### src/rtl/spi_master_ctrl.sv
// SPI master that serialises 10-bit host commands into slave frames and captures read data.
// Optional one-entry command buffer enabled by defining SPI_MASTER_CMD_BUF_EN.
module spi_master_ctrl #(
    parameter int unsigned RD_GAP    = 3,
    parameter int unsigned DESEL_CYC = 1
) (
    input  logic       clk,
    input  logic       rst_n,
    input  logic       cmd_valid,
    output logic       cmd_ready,
    input  logic [9:0] cmd_data,
    output logic [7:0] rd_data,
    output logic       rd_valid,
    output logic       busy,
    output logic       ss_n,
    output logic       mosi,
    input  logic       miso
);

    localparam logic [2:0] StIdle  = 3'd0;
    localparam logic [2:0] StSel   = 3'd1;
    localparam logic [2:0] StCmd   = 3'd2;
    localparam logic [2:0] StShift = 3'd3;
    localparam logic [2:0] StGap   = 3'd4;
    localparam logic [2:0] StRecv  = 3'd5;
    localparam logic [2:0] StDesel = 3'd6;

    localparam logic [3:0] GapLoad   = 4'(RD_GAP - 1);
    localparam logic [3:0] DeselLoad = 4'(DESEL_CYC - 1);

    logic [2:0] state_q, state_d;
    logic [3:0] cnt_q, cnt_d;
    logic [9:0] f_q, f_d;
    logic       rd_op_q, rd_op_d;
    logic [7:0] rx_q, rx_d;
    logic [7:0] rd_data_q, rd_data_d;
    logic       rd_valid_q, rd_valid_d;
    logic       ss_n_q, ss_n_d;
    logic       mosi_q, mosi_d;
    logic       busy_q, busy_d;
    logic       cmd_ready_q, cmd_ready_d;

    logic       accept;
    logic       launch;
    logic [9:0] launch_data;

`ifdef SPI_MASTER_CMD_BUF_EN
    logic       buf_valid_q, buf_valid_d;
    logic [9:0] buf_data_q, buf_data_d;
    logic       launch_buf;
`endif

    assign accept = cmd_valid & cmd_ready_q;

    always_comb begin
        state_d     = state_q;
        cnt_d       = cnt_q;
        f_d         = f_q;
        rd_op_d     = rd_op_q;
        rx_d        = rx_q;
        rd_data_d   = rd_data_q;
        rd_valid_d  = 1'b0;
        launch      = 1'b0;
        launch_data = cmd_data;
`ifdef SPI_MASTER_CMD_BUF_EN
        launch_buf  = 1'b0;
        buf_valid_d = buf_valid_q;
        buf_data_d  = buf_data_q;
`endif

        case (state_q)
            StIdle: begin
                if (accept) launch = 1'b1;
            end
            StSel: state_d = StCmd;
            StCmd: begin
                state_d = StShift;
                cnt_d   = 4'd9;
            end
            StShift: begin
                f_d = {f_q[8:0], 1'b0};
                if (cnt_q == 4'd0) begin
                    state_d = rd_op_q ? StGap : StDesel;
                    cnt_d   = rd_op_q ? GapLoad : DeselLoad;
                end else begin
                    cnt_d = cnt_q - 4'd1;
                end
            end
            StGap: begin
                if (cnt_q == 4'd0) begin
                    state_d = StRecv;
                    cnt_d   = 4'd7;
                end else begin
                    cnt_d = cnt_q - 4'd1;
                end
            end
            StRecv: begin
                rx_d = {rx_q[6:0], miso};
                if (cnt_q == 4'd0) begin
                    rd_data_d  = rx_d;
                    rd_valid_d = 1'b1;
                    state_d    = StDesel;
                    cnt_d      = DeselLoad;
                end else begin
                    cnt_d = cnt_q - 4'd1;
                end
            end
            StDesel: begin
                if (cnt_q == 4'd0) begin
                    state_d = StIdle;
`ifdef SPI_MASTER_CMD_BUF_EN
                    // Chain straight into the next frame; a fresh accept bypasses the empty buffer.
                    if (buf_valid_q) begin
                        launch      = 1'b1;
                        launch_buf  = 1'b1;
                        launch_data = buf_data_q;
                    end else if (accept) begin
                        launch = 1'b1;
                    end
`endif
                end else begin
                    cnt_d = cnt_q - 4'd1;
                end
            end
            default: state_d = StIdle;
        endcase

        if (launch) begin
            state_d = StSel;
            f_d     = launch_data;
            rd_op_d = (launch_data[9:8] == 2'b11);
        end

`ifdef SPI_MASTER_CMD_BUF_EN
        if (launch_buf) buf_valid_d = 1'b0;
        if (accept && !(launch && !launch_buf)) begin
            buf_valid_d = 1'b1;
            buf_data_d  = cmd_data;
        end
`endif

        // Outputs are computed from next state so they register in step with it.
        ss_n_d = (state_d == StIdle) || (state_d == StDesel);
        mosi_d = ((state_d == StCmd) || (state_d == StShift)) ? f_d[9] : 1'b0;
        busy_d = (state_d != StIdle);
`ifdef SPI_MASTER_CMD_BUF_EN
        cmd_ready_d = !buf_valid_d;
`else
        cmd_ready_d = (state_d == StIdle);
`endif
    end

    always_ff @(posedge clk) begin
        if (!rst_n) begin
            state_q     <= StIdle;
            cnt_q       <= 4'd0;
            f_q         <= 10'd0;
            rd_op_q     <= 1'b0;
            rx_q        <= 8'd0;
            rd_data_q   <= 8'h00;
            rd_valid_q  <= 1'b0;
            ss_n_q      <= 1'b1;
            mosi_q      <= 1'b0;
            busy_q      <= 1'b0;
            cmd_ready_q <= 1'b1;
        end else begin
            state_q     <= state_d;
            cnt_q       <= cnt_d;
            f_q         <= f_d;
            rd_op_q     <= rd_op_d;
            rx_q        <= rx_d;
            rd_data_q   <= rd_data_d;
            rd_valid_q  <= rd_valid_d;
            ss_n_q      <= ss_n_d;
            mosi_q      <= mosi_d;
            busy_q      <= busy_d;
            cmd_ready_q <= cmd_ready_d;
        end
    end

`ifdef SPI_MASTER_CMD_BUF_EN
    always_ff @(posedge clk) begin
        if (!rst_n) begin
            buf_valid_q <= 1'b0;
            buf_data_q  <= 10'd0;
        end else begin
            buf_valid_q <= buf_valid_d;
            buf_data_q  <= buf_data_d;
        end
    end
`endif

    assign cmd_ready = cmd_ready_q;
    assign rd_data   = rd_data_q;
    assign rd_valid  = rd_valid_q;
    assign busy      = busy_q;
    assign ss_n      = ss_n_q;
    assign mosi      = mosi_q;

endmodule

### config.mk
export PLATFORM = sky130hd
export DESIGN_NAME = spi_master_ctrl
export DESIGN_NICKNAME = d
export VERILOG_FILES = /design/src/rtl/spi_master_ctrl.sv
export SDC_FILE = /design/constraint.sdc
export NUM_CORES = 1
export LEC_CHECK = 0
export BUFFER_PORTS_ARGS = -buffer_cell sky130_fd_sc_hd__buf_2
export CAP_MARGIN = 30
export CORE_MARGIN = 2
export CORE_UTILIZATION = 55
export CTS_CLUSTER_DIAMETER = 30
export DETAILED_ROUTE_END_ITERATION = 7
export PLACE_DENSITY_LB_ADDON = 0.25
export SLEW_MARGIN = 20
export SYNTH_ARGS = -nofsm -noshare
export SYNTH_HDL_FRONTEND = slang
export SYNTH_SLANG_ARGS = --single-unit
### constraint.sdc
create_clock -name clk -period 2.65 [get_ports clk]
set_clock_uncertainty 0.2 [all_clocks]
set_input_delay 0 -clock clk [delete_from_list [all_inputs] [get_ports clk]]
set_output_delay 0 -clock clk [all_outputs]
set_load 0.02 [all_outputs]
==> qor.yml <==
status: "finished clean"
ioPinCount: 27
syn_area_mm2: 0.00168
antennaDiodeCount: 0
synth-seq-area-share_pct: 45.2
fin_setup_tns_ps: 0
wl_per_cell_um: 13.8
crit_path_max_fanout: 21
netlist_top_cells_area: "dfxtp_1 (45%), nand2_1 (10%), a21oi_1 (6.2%)"
cts_tree: "yes"
die_y_um: 59.3
start_kind: "flop"
synth_common_cells: "nand2_1 (46), dfxtp_1 (38), a21oi_1 (21)"
clockRootBuffer: "clkbuf_4"
antenna_found_initial: 0
yosysTopAreaCell: "dfxtp_1"
dp_hpwl_um: 2450
p_per_area_mw_per_mm2: 683
place.gp.congestion: 0.822
grt_start_max_net_pins: 22
yosysMostFrequentCell: "nand2_1"
syn-num-nets: 226
slew_viol_final: 0
cts.path.max_buffers: 2
insertion_delay_ps: 340
ys_warn_count: 0
grt_usage_pct: 24.0
grt_pass1_vias: 1409
grt-ovfl-total: 0
p_leak_nw: 0.790
drtAntennaViolNets: 0
cp.arrival_ps: 2170
final_area_mm2: 0.00203
htree_levels: 2
cp.required_ps: 2690
core_mm2: 0.00298
fp.dieArea_mm2: 0.00352
ys.flop_type: "dfxtp_1"
firstDrtPassIters: 4
timing.final.hold_violations: 0
timing.slew.headroom_pct: 52.4
drt_first_iter_violations: 92
dpl_cell_area_mm2: 0.00185
path_class: "reg -> reg"
tightest_slew_ps: 710
post-cts-setup-buffers: 0
clk_pin_slew_ps: 110
multi_input_area_um2: 835
syn_to_final_growth_pct: 20.7
fillers: 273
max_cap_viol_count: 0
seq_area_um2: 761
min_period_over_period_pct: 80.1
synth_top_area_share_pct: 45.2
vdd_ir_drop_max_uv: 359
vias_per_cell: 5.66
rsz0062_at_grt: "no"
hold_path_class: "in -> reg"
drc: 0
ys_ff_latch: 38
rows: 20
synth_edf_count: 0
syn_inst: 211
avgSynthCellArea_um2: 7.98
setup_viol: 0
drive_gt1_share_pct: 18.0
layout.nets: 264
initial_core_util_pct: 56.6
finalWirelength_um: 3910
io_buffers: 26
grt_pass1_wl_um: 6370
dr_total_vias: 1603
timing.final.crit_period_ps: 2120
numCtsBuffers: 5
synthArstFlopShare_pct: 0
fmax_ghz: 0.471
die_w_um: 59.3
cts_sinks: 38
synth.distinct_cells: 39
critPathCaptureType: "flop"
-- layout by cell type (no fill, tap or decap), types with 2 or more instances in the layout --
cell type / count
a311oi_1: 8
inv_1: 5
and3_1: 2
nor3b_1: 2
buf_2: 26
a21o_1: 2
dlygate4sd3_1: 12
clkbuf_4: 5
nor3_1: 3
buf_4: 7
nor2_1: 17
nand3_1: 6
a31oi_1: 2
dfxtp_1: 38
nand2_1: 46
o221ai_1: 2
a21oi_1: 21
o21a_1: 2
nand3b_1: 3
o21ai_0: 17
-- state kept, by name (all words and copies together), names as in the netlist --
register	flops
cnt_q	4
f_q	10
state_q	3
mosi	1
rd_data	8
busy	1
ss_n	1
cmd_ready	1
rd_valid	1
rx_q	7
rd_op_q	1
-- final timing paths --
path | from | end | slack [ps] | cells after the start
setup / recovery | cnt_q[0]$_SDFFE_PN0P_ | cnt_q[3]$_SDFFE_PN0P_ | 530 | 6
setup reg to reg | cnt_q[0]$_SDFFE_PN0P_ | cnt_q[3]$_SDFFE_PN0P_ | 530 | 6
hold reg to reg | rx_q[6]$_SDFFE_PN0P_ | rd_data[7]$_SDFFE_PN0P_ | 260 | 2
hold / removal | cmd_valid | cmd_ready$_SDFF_PN1_ | 30 | 3
-- cells by family (layout without fill, tap and decap cells) --
logic type      Yosys count  after routing  synth area share (%)
simple gates             85             85                  23.0
compound gates           63             63                  23.5
flops                    38             38                  45.2
buf+inv                  20             59                  5.27
fa+ha+maj                 2              2                  1.34
mux                       2              2                  1.26
xor+xnor                  1              1                 0.520
-- report_power, final --
group	total, W	switching (W)	internal (W)
sequential	0.000669	0.0000378	0.000631
combinational	0.000406	0.000247	0.000160
clock	0.000314	0.000185	0.000129
total	0.00139	0.000470	0.000919
-- per-stage QoR --
step	total power (W)	hold WS, ps	instances	setup slack (ps)	utilization, %
global route	0.00148	28.3	283	433	68.3
floorplan	0.000979	-124	211	749	-
finish	0.00139	25.2	283	526	68.3
CTS	0.00139	24.8	283	552	68.3
detailed placement	0.00107	49.6	263	581	62.2
global placement	0.00106	51.2	262	605	61.7
-- routing by layer --
metal | vias to the layer above | routed length (µm) | GRT usage, %
met5 | - | 0 | 0
met4 | 0 | 44 | 8.77
met3 | 7 | 144 | 6.99
met2 | 34 | 1870 | 37.7
met1 | 745 | 1860 | 31.2
li1 | 817 | - | -
-- worst max-delay path, stage by stage, from the launching register on --
cell and delay (ps):
dfxtp_1 370, inv_1 80, ha_1 240, or3b_4 530, a21o_1 230, and3_1 180, a32o_1 210
-- layout make-up --
class,count,area share (%)
Inverter,5,0.923
Timing Repair Buffer,46,15.6
Clock inverter,1,0.246
Sequential cell,38,37.4
Tap cell,33,2.03
Clock buffer,7,2.71
Multi-Input combinational cell,153,41.0
-- what timing repair did --
action | in CTS | in global routing
gates resized for setup | 0 | 0
hold endpoints to repair | 19 | 0
hold buffers | 12 | 0
(Power assumes the default switching activity.)
